### src/rtl/btn_step_conditioner.sv
// rtl/btn_step_conditioner.sv - two-button conditioner: sync, debounce, edge detect, step hold/repeat FSM, direction toggle
// Bit 0 of each per-button vector is the step button, bit 1 the direction button.
module btn_step_conditioner #(
    parameter int DEBOUNCE_CYCLES = 500000,
    parameter int HOLD_CYCLES     = 25000000,
    parameter int REPEAT_CYCLES   = 5000000
) (
    input  logic CLK,
    input  logic RST,
    input  logic BTN_STEP,
    input  logic BTN_DIR,
    output logic STEP_PULSE,
    output logic DIR,
    output logic STEP_HELD
);

    localparam int MAX_CYCLES = (DEBOUNCE_CYCLES > HOLD_CYCLES)
                              ? ((DEBOUNCE_CYCLES > REPEAT_CYCLES) ? DEBOUNCE_CYCLES : REPEAT_CYCLES)
                              : ((HOLD_CYCLES > REPEAT_CYCLES) ? HOLD_CYCLES : REPEAT_CYCLES);
    localparam int CW = $clog2(MAX_CYCLES + 1);

    localparam logic [CW-1:0] DB_LAST     = CW'(DEBOUNCE_CYCLES - 1);
    localparam logic [CW-1:0] HOLD_LAST   = CW'(HOLD_CYCLES - 1);
    localparam logic [CW-1:0] REPEAT_LAST = CW'(REPEAT_CYCLES - 1);

    typedef enum logic [1:0] {
        IDLE   = 2'd0,
        HOLD   = 2'd1,
        REPEAT = 2'd2
    } state_t;

    logic [1:0]         raw_btn;
    logic [1:0]         sync1_q;
    logic [1:0]         sync2_q;
    logic [1:0]         stable_q;
    logic [1:0]         stable_d;
    logic [1:0]         stable_prev_q;
    logic [1:0]         rise_q;
    logic [1:0][CW-1:0] db_cnt_q;
    logic [1:0][CW-1:0] db_cnt_d;

    state_t             state_q;
    state_t             state_d;
    logic [CW-1:0]      hold_cnt_q;
    logic [CW-1:0]      hold_cnt_d;
    logic               pulse_q;
    logic               pulse_d;
    logic               held_q;
    logic               held_d;
    logic               dir_q;
    logic               dir_d;

    assign raw_btn = {BTN_DIR, BTN_STEP};

    always_comb begin
        db_cnt_d = '0;
        stable_d = stable_q;
        for (int i = 0; i < 2; i++) begin
            if (sync2_q[i] != stable_q[i]) begin
                if (db_cnt_q[i] == DB_LAST) begin
                    stable_d[i] = sync2_q[i];
                end else begin
                    db_cnt_d[i] = db_cnt_q[i] + 1'b1;
                end
            end
        end
    end

    // Rising edges are registered so the step and direction paths share the same latency.
    always_ff @(posedge CLK or posedge RST) begin
        if (RST) begin
            sync1_q       <= '0;
            sync2_q       <= '0;
            stable_q      <= '0;
            stable_prev_q <= '0;
            rise_q        <= '0;
            db_cnt_q      <= '0;
        end else begin
            sync1_q       <= raw_btn;
            sync2_q       <= sync1_q;
            stable_q      <= stable_d;
            stable_prev_q <= stable_q;
            rise_q        <= stable_q & ~stable_prev_q;
            db_cnt_q      <= db_cnt_d;
        end
    end

    always_comb begin
        state_d    = state_q;
        hold_cnt_d = hold_cnt_q;
        pulse_d    = 1'b0;
        if (!stable_q[0]) begin
            // A release overrides any terminal count reached on the same cycle.
            state_d    = IDLE;
            hold_cnt_d = '0;
        end else begin
            case (state_q)
                IDLE: begin
                    if (rise_q[0]) begin
                        state_d    = HOLD;
                        pulse_d    = 1'b1;
                        hold_cnt_d = '0;
                    end
                end
                HOLD: begin
                    if (hold_cnt_q == HOLD_LAST) begin
                        state_d    = REPEAT;
                        pulse_d    = 1'b1;
                        hold_cnt_d = '0;
                    end else begin
                        hold_cnt_d = hold_cnt_q + 1'b1;
                    end
                end
                REPEAT: begin
                    if (hold_cnt_q == REPEAT_LAST) begin
                        pulse_d    = 1'b1;
                        hold_cnt_d = '0;
                    end else begin
                        hold_cnt_d = hold_cnt_q + 1'b1;
                    end
                end
                default: begin
                    state_d    = IDLE;
                    hold_cnt_d = '0;
                end
            endcase
        end
        held_d = (state_d == REPEAT);
        dir_d  = dir_q ^ rise_q[1];
    end

    always_ff @(posedge CLK or posedge RST) begin
        if (RST) begin
            state_q    <= IDLE;
            hold_cnt_q <= '0;
            pulse_q    <= 1'b0;
            held_q     <= 1'b0;
            dir_q      <= 1'b1;
        end else begin
            state_q    <= state_d;
            hold_cnt_q <= hold_cnt_d;
            pulse_q    <= pulse_d;
            held_q     <= held_d;
            dir_q      <= dir_d;
        end
    end

    assign STEP_PULSE = pulse_q;
    assign STEP_HELD  = held_q;
    assign DIR        = dir_q;

endmodule

### config.mk
export PLATFORM = sky130hd
export DESIGN_NAME = btn_step_conditioner
export DESIGN_NICKNAME = d
export VERILOG_FILES = /design/src/rtl/btn_step_conditioner.sv
export SDC_FILE = /design/constraint.sdc
export NUM_CORES = 1
export LEC_CHECK = 0
export CAP_MARGIN = 20
export CORE_MARGIN = 5
export CORE_UTILIZATION = 63
export DETAILED_ROUTE_END_ITERATION = 8
export PLACE_DENSITY_LB_ADDON = 0.15
export SLEW_MARGIN = 20
export SYNTH_ARGS = -nofsm -noshare
export SYNTH_HDL_FRONTEND = slang
export SYNTH_SLANG_ARGS = --single-unit
### constraint.sdc
create_clock -name CLK -period 4.4 [get_ports CLK]
set_clock_uncertainty 0.2 [all_clocks]
set_input_delay 0.88 -clock CLK [delete_from_list [all_inputs] [get_ports CLK]]
set_output_delay 0.88 -clock CLK [all_outputs]
set_load 0.1 [all_outputs]
; Yosys cells after proc, flatten, opt, wreduce, memory -nomap -nowiden
; Index checks and enable logic that the tools add are counted.
[word_totals]
ff_bits = 90
latchBits = 0
ram_bits = 0
rom_bits = 0
inputBits = 4
out_inout_bits = 3
word_cells = 50
memories = 0
[op_classes]
n_addsub = 3
multipliers = 0
div_mod_pow = 0
order_cmp = 0
eq_ne = 10
n_shift = 0
mux = 18
bitwise = 3
reduce_logical = 3
[ops]
columns = operator, n
row1 = $mux W25, 8
row2 = $add A25 B1 Y25 const B, 3
row3 = $pmux W25 S3, 1
row4 = $eq A25 B19 Y1 const B, 2
row5 = $eq A25 B23 Y1 const B, 1
row6 = $eq A25 B25 Y1 const B, 1
row7 = $mux W2, 3
row8 = $pmux W2 S3, 1
row9 = $eq A2 B2 Y1 const B, 2
row10 = $mux W1, 4
row11 = $reduce_and A2 Y1, 2
row12 = $ne A3 B3 Y1 const B, 1
row13 = $pmux W1 S3, 1
row14 = $and A2 B2 Y2, 1
row15 = $eq A2 B1 Y1 const B, 1
row16 = $logic_not A2 Y1, 1
row17 = $ne A1 B1 Y1, 2
row18 = $not A2 Y2, 1
row19 = $xor A1 B1 Y1, 1

; Longest topological paths before layout
; Gate-level depths: netlist of the first run.
[depth]
ltp_word = 5
mapped_depth = 8
ltp_nobuf = 6

; Worst setup path after synthesis of the first run
; OpenSTA, ideal clock, no wires.
[synth_timing]
path_type = reg2reg
start = register hold_cnt_q[17]
end = register hold_cnt_q[23]
setup_ns = 0.131
arrival_ns = 2.420
path_slack_ns = 1.649
stages_incl_launch_ff = 9
path_buffers = 3
path_cell_list = dfrtp_1 > buf_6 > or4_1 > or4_4 > o41a_1 > buf_6 > buf_6 > o2111ai_1 > nand3_1
[synth_between]
elab_chain_cells = 4
[synth_rtl]
columns = element, line
row1 = from (decl), 44  ; logic [CW-1:0] hold_cnt_q;
row2 = from (signal assigned), 141  ; hold_cnt_q <= hold_cnt_d;
row3 = $add A25 B1 Y25 (tied with other cells), "111, 119"
row4 = $mux W25 (on tied branches), "115, 106"
row5 = $pmux W25 S3 (*), 97  ; case (state_q)
row6 = $mux W25 (*), 92  ; if (!stable_q[0]) begin
; Mark *: on every way between the ends. The rest lies on a longest branch, timed or not.
; A chain may end at the register's enable or synchronous reset.

; Worst setup path in the final report of the first run
[layout_timing]
start = register hold_cnt_q[17]
end = register hold_cnt_q[13]
[layout_between]
elab_chain_cells = 4
[layout_rtl]
columns = element, line
row1 = $eq A25 B23 Y1 / $eq A25 B25 Y1 (equally long branches), "115, 106"
row2 = $mux W25 (on tied branches), "115, 106"
row3 = $pmux W25 S3 (*), 97
row4 = $mux W25 (*), 92
; Marks and branches as above.

==> results of run 1 <==
## metal layers
layer  share of wire (%)  GRT usage [%]
met3                 3.5           4.02
met1                  46           27.7
met4                 1.4           7.24
met5                   0              0
met2                  49           32.9
## cells in the mapped netlist (all sizes together) (2+ instances only)
| cell type | instances | share of area (%) |
|---|---|---|
| nor2 | 69 | 5.4 |
| nand4 | 16 | 2.1 |
| nand2b | 2 | 0.26 |
| or2 | 5 | 0.65 |
| inv | 22 | 1.7 |
| o211ai | 14 | 2.2 |
| nor4 | 23 | 3.0 |
| ha | 7 | 1.8 |
| or4 | 11 | 1.8 |
| nand2 | 60 | 4.7 |
| and4 | 5 | 0.91 |
| dfrtp | 89 | 46 |
| clkbuf | 20 | 1.6 |
| xnor2 | 29 | 5.3 |
| or3 | 12 | 1.6 |
| o2111ai | 3 | 0.55 |
| nand3 | 28 | 2.9 |
| nor3 | 16 | 1.7 |
| o31a | 4 | 0.73 |
| xor2 | 18 | 3.3 |
| nor2b | 4 | 0.52 |
| o21ai | 11 | 1.2 |
| a22oi | 5 | 0.78 |
| and3 | 7 | 0.91 |
| o221ai | 13 | 2.4 |
| and2 | 5 | 0.65 |
| a21oi | 5 | 0.52 |
| or3b | 2 | 0.37 |
| buf | 6 | 1.1 |
| o21a | 4 | 0.63 |
## cell families after synthesis
kind of cell / count (synthesis) / share of synthesized area, %
xor+xnor: 47 / 8.59
flops: 90 / 47.0
mux: 1 / 0.235
compound gates: 62 / 9.74
buf+inv: 48 / 4.39
fa+ha+maj: 7 / 1.83
simple gates: 269 / 28.2
## per-stage QoR
step           std cells  cell area, sq um  power (mW)
6_report             624              5090        1.46
5_1_grt              624              5090        1.52
4_1_cts              624              5090        1.48
3_5_place_dp         608              4890       0.895
3_3_place_gp         608              4890       0.893
2_1_floorplan        524              4790       0.881
## worst max-delay path, stage by stage, from the launching register on
cell,delay (ns)
dfrtp_1,0.46
or4_1,0.53
or4_4,0.51
o41a_1,0.83
o211ai_1,0.39
o311ai_0,0.16
## power by group
group	internal (mW)	switching, mW	leakage, nW
Combinational	0.00952	0.0281	0.706
Clock	0.273	0.315	0.107
Sequential	0.833	0.00637	1.24
Total	1.11	0.349	2.05
## cell type report
class                      count  area, sq um  area share (%)
timing repair buffer          11         97.6            1.92
tap                           99          124            2.43
clock inverter                 7         81.3            1.60
multi-input combinational    386         2330            45.7
sequential                    90         2250            44.3
inverter                      22         83.8            1.65
clock buffer                   9          124            2.43
## flip-flops by register name, summed over array words and instances, names as in the netlist
register and flops:
stable_prev_q 2, STEP_PULSE 1, STEP_HELD 1, DIR 1
state_q 2, hold_cnt_q 25, stable_q 2, sync1_q 2
sync2_q 2, db_cnt_q 50, rise_q 2
## worst paths after layout
kind / slack [ns] / endpoint / from / cells past startpoint
setup / recovery: 1.17 / hold_cnt_q[13] / hold_cnt_q[17] / 5
hold / removal: 0.15 / sync2_q[0] / sync1_q[0] / 0
setup reg to reg: 1.17 / hold_cnt_q[13] / hold_cnt_q[17] / 5
hold reg to reg: 0.15 / sync2_q[0] / sync1_q[0] / 0
max in group asynchronous: 2.45 / DIR / RST / 3
min in group asynchronous: 0.74 / db_cnt_q[25] / RST / 2
==> results_dict.tcl, run 1 <==
set metrics [dict create \
    syn_area_sq_um 4790 \
    hold_path.class "reg2reg" \
    postRouteAntennaNets 0 \
    place_ws_ns 1.21 \
    grt-ovfl-total 0 \
    fin_crit_ns 3.23 \
    max_cap_viol_count 0 \
    grt_pass1_vias 3598 \
    drt_iter0_drc 241 \
    routed_wl_mm 9.33 \
    synth_ff_type "dfrtp_1" \
    worst_pin_slew_ns 1.13 \
    fill_cells 577 \
    antenna_found_initial 0 \
    start_util_pct 65.4 \
    leakagePower_nw 2.05 \
    drc 0 \
    ys.warnings.count 0 \
    cts_max_path_buffers 2 \
    cts_sinks 90 \
    grt_max_degree 45 \
    grt_pass1_wl_mm 16.3 \
    fp-row-count 31 \
    fmax_mhz 309 \
    final_core_util_pct 69.5 \
    setup_violations 0 \
    ir_drop_uv 239 \
    path_clk_slew_ns 0.10 \
    async_flop_share_pct 100 \
    ioPinCount 7 \
    cts_made_buffers 9 \
    clk_latency_ns 0.36 \
    postCtsSetupRepairBufs 0 \
    fp.dieH_um 97.2 \
    power_density_nw_per_um2 288 \
    syn2layout_area_growth_pct 6.27 \
    critPathCaptureType "register" \
    die_area_sq_um 9450 \
    cts_resized 0 \
    cts_max_level 3 \
    die_w_um 97.2 \
    dp_hpwl_mm 6.25 \
    fin_crit_sh_pct 73.5 \
    worst_ep_required_time_ns 4.42 \
    numPortBuffers 6 \
    wl_per_cell_um 15.0 \
    relSlewSlack_pct 24.4 \
    layout.nets 531 \
    cp.arrival_ns 3.25 \
    worstSetupPathType "reg2reg" \
    first_pass_iters 4 \
    cts_root_buffer "clkbuf_8" \
    setup_ws_ns 1.17 \
    cts_tree "yes" \
    final.setup.tns_ns 0 \
    insertedDiodeCount 0 \
    synth.distinct_cells 43 \
    rsz0062_at_grt "no" \
    drive_gt1_share_pct 6.67 \
    core-area_sq_um 7330 \
    final_cell_mix "dfrtp_1, nor2_1, nand2_1, xnor2_1, nand3_1" \
    track_usage_pct 20.4 \
    syn_inst 524 \
    outcome "finished, final reports clean" \
    syn_avg_cell_area_sq_um 9.15 \
    yosysSeqAreaShare_pct 47.0 \
    whs_ns 0.149 \
    gp_congestion 0.819 \
    hold_viol 0 \
    cts_hold_buf 0 \
    synth_edf_count 0 \
    final_common_cell "dfrtp_1" \
    synthesis.nets 535 \
    cp_max_fo 28 \
    avgViaCountPerCell 6.08 \
    slew_viol_final 0 \
    synth-seq-cells 90 \
    start_kind "register" \
    dr_total_vias 3793 \
]
Note: power is estimated with default switching activity, not from simulation.
==> run 2: changes to the inputs <==
Settings changed: CORE_UTILIZATION 63 to 57.
Clock period 4.4 ns to 2.95 ns, I/O delays scaled along.
==> run 2 against run 1 <==
- clock power up 32%
- sequential share of layout area down 0.27 points
- combinational power up 52%
- largest power group unchanged
- first-iteration DRC count down 29%
- non-clock buffer count up 5
- register-to-register slack worse by 1.1 ns
- flip-flop and latch count unchanged
==> results_dict.tcl, run 2 (synthesized netlist as in run 1, its figures left out) <==
set metrics [dict create \
    grt_pass1_wl_mm 16.7 \
    postCtsSetupRepairBufs 0 \
    hold_path_startpoint "sync1_q[1]" \
    drc 0 \
    reg_top3 "db_cnt_q (50), hold_cnt_q (25)" \
    setup_violations 0 \
    wl_per_cell_um 14.9 \
    ff2ff_setup_slack_ns 0.10 \
    largest_reg_flops 50 \
    cp.arrival_ns 2.87 \
    final.setup.tns_ns 0 \
    r2r-end "hold_cnt_q[13]" \
    hold_path.class "reg2reg" \
    numPortBuffers 6 \
    ir_drop_uv 451 \
    cts_sinks 90 \
    outcome "finished, final reports clean" \
    grt_pass1_vias 3682 \
    grt_max_degree 91 \
    cts_max_level 3 \
    fp.dieH_um 102 \
    cts_max_path_buffers 2 \
    whs_ns 0.154 \
    insertedDiodeCount 0 \
    timing.rr.start "hold_cnt_q[7]" \
    slew_viol_final 0 \
    critPathCaptureType "register" \
    fp-row-count 33 \
    hold_viol 0 \
    regMostFlops "db_cnt_q" \
    avgViaCountPerCell 5.97 \
    leakagePower_nw 2.06 \
    fin_crit_ns 2.85 \
    die_area_sq_um 10300 \
    ioPinCount 7 \
    holdPathEnd "sync2_q[1]" \
    postRouteAntennaNets 0 \
    cts_root_buffer "clkbuf_8" \
    rsz0062_at_grt "no" \
    worst_ep_required_time_ns 2.97 \
    clk_latency_ns 0.35 \
    cp_max_fo 13 \
    start_util_pct 58.3 \
    gp_congestion 0.806 \
    path_clk_slew_ns 0.10 \
    relSlewSlack_pct 65.3 \
    track_usage_pct 20.0 \
    drive_gt1_share_pct 8.11 \
    start_kind "register" \
    core-area_sq_um 8220 \
    dp_hpwl_mm 6.22 \
    antenna_found_initial 0 \
    final_cell_mix "dfrtp_1, nor2_1, nand2_1, xnor2_1, nand3_1" \
    cts_made_buffers 9 \
    syn2layout_area_growth_pct 6.92 \
    final_common_cell "dfrtp_1" \
    routed_wl_mm 9.44 \
    fmax_mhz 351 \
    first_pass_iters 4 \
    worstSetupPathType "reg2reg" \
    hold_path_depth 0 \
    drt_iter0_drc 170 \
    die_w_um 102 \
    dr_total_vias 3793 \
    fin_crit_sh_pct 96.6 \
    power_density_nw_per_um2 407 \
    grt-ovfl-total 0 \
    layout.nets 536 \
    reg2regPathDepth 6 \
    cts_tree "yes" \
    max_cap_viol_count 0 \
    worst_pin_slew_ns 0.516 \
]
==> run 2: cell count changes in the layout (fill, tap and decap cells not counted), sizes merged <==
cell           before  now
clkinvlp            0    5
buf                 5   13
clkinv              3    1
clkdlybuf4s50       6    3
bufinv              1    0
inv                25   23
==> run 2: through the flow <==
step                      util [%]  cells  cell area (sq um)  worst slack [ns]  power [mW]
after floorplan                  -    524               4800             0.199        1.31
after global placement        60.1    619               4940             0.173        1.33
after detailed placement      60.1    619               4940            0.0615        1.34
after CTS                     62.3    635               5120            0.0392        2.10
after global routing          62.4    635               5120            0.0155        2.16
final                         62.4    635               5120             0.101        2.09
==> run 2: timing repair <==
item | 4_1_cts | 5_1_grt
endpoints found under the hold margin | 0 | 0
hold buffers | 0 | 0
setup endpoints to repair | 0 | 3
gates resized for setup | 0 | 2
==> run 2: how the worst max path moves through the flow <==
stage               cells after the start             end           start  slack (ns)
floorplan                               8  hold_cnt_q[23]  hold_cnt_q[17]        0.20
global placement                        6  hold_cnt_q[19]   hold_cnt_q[7]        0.17
detailed placement                      6  hold_cnt_q[13]   hold_cnt_q[7]        0.06
CTS                                     6  hold_cnt_q[13]   hold_cnt_q[7]        0.04
global route                            6  hold_cnt_q[13]   hold_cnt_q[7]        0.02
finish                                  6  hold_cnt_q[13]   hold_cnt_q[7]        0.10
==> run 2: per-layer routing <==
layer / vias to the layer above / GRT usage, % / share of wire, % / wire (um)
met5: - / 0 / 0 / 0
met4: 0 / 9.51 / 2.1 / 198
met3: 19 / 2.48 / 3.4 / 320
met2: 70 / 32.9 / 47 / 4490
met1: 1838 / 26.3 / 47 / 4440
li1: 1866 / - / - / -
==> run 2: power breakdown <==
part / switching [mW] / total, mW / internal (mW)
Clock: 0.466 / 0.776 / 0.310
Combinational: 0.0419 / 0.0573 / 0.0154
Sequential: 0.00959 / 1.25 / 1.24
==> run 2: area by class of cell <==
cell class              instances  area (sq um)
multi-input cells             386          2340
flip-flops and latches         90          2250
inverters                      22          86.3
clock buffers                   9           124
repair buffers                 16           140
clock inverters                 7          52.6
fillers                       704          3090
well taps                     105           131
==> run 2: worst max-delay path: stages (launching register included) <==
cell	delay (ns)
dfrtp_1	0.44
or4_1	0.52
or4_4	0.52
o41a_1	0.45
buf_4	0.19
o211ai_1	0.23
o311ai_1	0.16
==> run 3: changes to the inputs <==
Settings changed: CORE_UTILIZATION 57 to 30.
==> run 3 against run 2 <==
- utilization shrank 28 points
- global-route usage is 7.9 points lower
- worst hold slack better by 0.0034 ns
- critical path type unchanged
- critical endpoint is now hold_cnt_q[4]
==> results_dict.tcl, run 3 (synthesized netlist as in run 1, its figures left out) <==
set metrics [dict create \
    start_kind "register" \
    ir_drop_uv 330 \
    largest_reg_flops 50 \
    worstSetupPathType "reg2reg" \
    numPortBuffers 6 \
    cp.arrival_ns 2.79 \
    dp_hpwl_mm 6.93 \
    critPathCaptureType "register" \
    worst_ep_required_time_ns 2.97 \
    cts_hold_buf 0 \
    rsz0062_at_grt "no" \
    outcome "finished, final reports clean" \
    reg_top3 "db_cnt_q (50), hold_cnt_q (25)" \
    insertedDiodeCount 0 \
    final_common_cell "dfrtp_1" \
    drive_gt1_share_pct 8.97 \
    fin_crit_ns 2.77 \
    cts_resized 0 \
    cp_max_fo 16 \
    grt_max_degree 91 \
    die_w_um 136 \
    cts_root_buffer "clkbuf_16" \
    whs_ns 0.157 \
    timing.rr.start "hold_cnt_q[17]" \
    hold_path_depth 0 \
    max_cap_viol_count 0 \
    routed_wl_mm 10.7 \
    fmax_mhz 361 \
    final_cell_mix "dfrtp_1, nor2_1, nand2_1, xnor2_1, nand3_1" \
    wl_per_cell_um 14.3 \
    antenna_found_initial 0 \
    fp.dieH_um 136 \
    cts_max_level 3 \
    cts_sinks 90 \
    drt_iter0_drc 184 \
    start_util_pct 30.4 \
    avgViaCountPerCell 5.03 \
    holdPathEnd "sync2_q[1]" \
    clk_latency_ns 0.35 \
    gp_congestion 0.739 \
    grt-ovfl-total 0 \
    path_clk_slew_ns 0.07 \
    fp-row-count 46 \
    slew_viol_final 0 \
    die_area_sq_um 18600 \
    ff2ff_setup_slack_ns 0.18 \
    layout.nets 541 \
    grt_pass1_wl_mm 18.0 \
    grt_pass1_vias 3590 \
    first_pass_iters 4 \
    relSlewSlack_pct 67.2 \
    cts_tree "yes" \
    drc 0 \
    postCtsSetupRepairBufs 0 \
    setup_violations 0 \
    ioPinCount 7 \
    worst_pin_slew_ns 0.492 \
    r2r-end "hold_cnt_q[4]" \
    track_usage_pct 12.2 \
    finalInstanceArea_sq_um 5420 \
    cts_made_buffers 9 \
    place_area_sq_um 5130 \
    fin_crit_sh_pct 93.9 \
    dr_total_vias 3776 \
    core-area_sq_um 15800 \
    hold_path_startpoint "sync1_q[1]" \
    postRouteAntennaNets 0 \
    reg2regPathDepth 6 \
    power_density_nw_per_um2 452 \
    hold_viol 0 \
    final.setup.tns_ns 0 \
    hold_path.class "reg2reg" \
    leakagePower_nw 2.16 \
    regMostFlops "db_cnt_q" \
    syn2layout_area_growth_pct 13.1 \
    cts_max_path_buffers 2 \
]
==> run 3: per-layer routing <==
metal / GRT usage, % / vias to the layer above / routed length [um]
met5: 0 / - / 0
met4: 4.48 / 0 / 228
li1: - / 1877 / -
met1: 16.7 / 1831 / 5230
met2: 18.6 / 50 / 4940
met3: 2.96 / 18 / 333
==> run 3: worst max-delay path, cell delays in order (launching register included) <==
cell,delay (ns)
dfrtp_1,0.37
or4_1,0.52
or4_4,0.51
o41a_1,0.45
buf_4,0.22
o21ai_2,0.23
o21ai_0,0.14
==> run 3: final cells by class <==
| class | instances | area [sq um] |
|---|---|---|
| Clock inverter | 7 | 66.3 |
| Fill cell | 1662 | 10300 |
| Timing Repair Buffer | 21 | 190 |
| Sequential cell | 90 | 2250 |
| Multi-Input combinational cell | 386 | 2330 |
| Tap cell | 216 | 270 |
| Clock buffer | 9 | 225 |
| Inverter | 22 | 86.3 |
==> run 3: report_power, final <==
group | internal, mW | total [mW] | switching (mW) | leakage [nW]
registers | 1.24 | 1.25 | 0.00967 | 1.24
logic | 0.0183 | 0.0630 | 0.0447 | 0.771
clock network | 0.596 | 1.14 | 0.540 | 0.145
total | 1.86 | 2.45 | 0.595 | 2.16
==> run 3: per-stage QoR <==
| stage | worst slack (ns) | power, mW | std cells | utilization (%) |
|---|---|---|---|---|
| global placement | 0.217 | 1.34 | 735 | 32.5 |
| floorplan | 0.199 | 1.31 | 524 | - |
| global route | 0.0504 | 2.56 | 751 | 34.4 |
| detailed placement | 0.186 | 1.34 | 735 | 32.5 |
| finish | 0.179 | 2.45 | 751 | 34.4 |
| CTS | 0.175 | 2.51 | 751 | 34.4 |
==> run 3: worst max-delay path by stage <==
| stage | from | end | slack (ns) | cells after the start |
|---|---|---|---|---|
| 2_1_floorplan | hold_cnt_q[17] | hold_cnt_q[23] | 0.20 | 8 |
| 3_3_place_gp | hold_cnt_q[17] | hold_cnt_q[19] | 0.22 | 6 |
| 3_5_place_dp | hold_cnt_q[17] | hold_cnt_q[4] | 0.19 | 6 |
| 4_1_cts | hold_cnt_q[17] | hold_cnt_q[4] | 0.18 | 6 |
| 5_1_grt | hold_cnt_q[17] | hold_cnt_q[21] | 0.05 | 6 |
| 6_report | hold_cnt_q[17] | hold_cnt_q[4] | 0.18 | 6 |
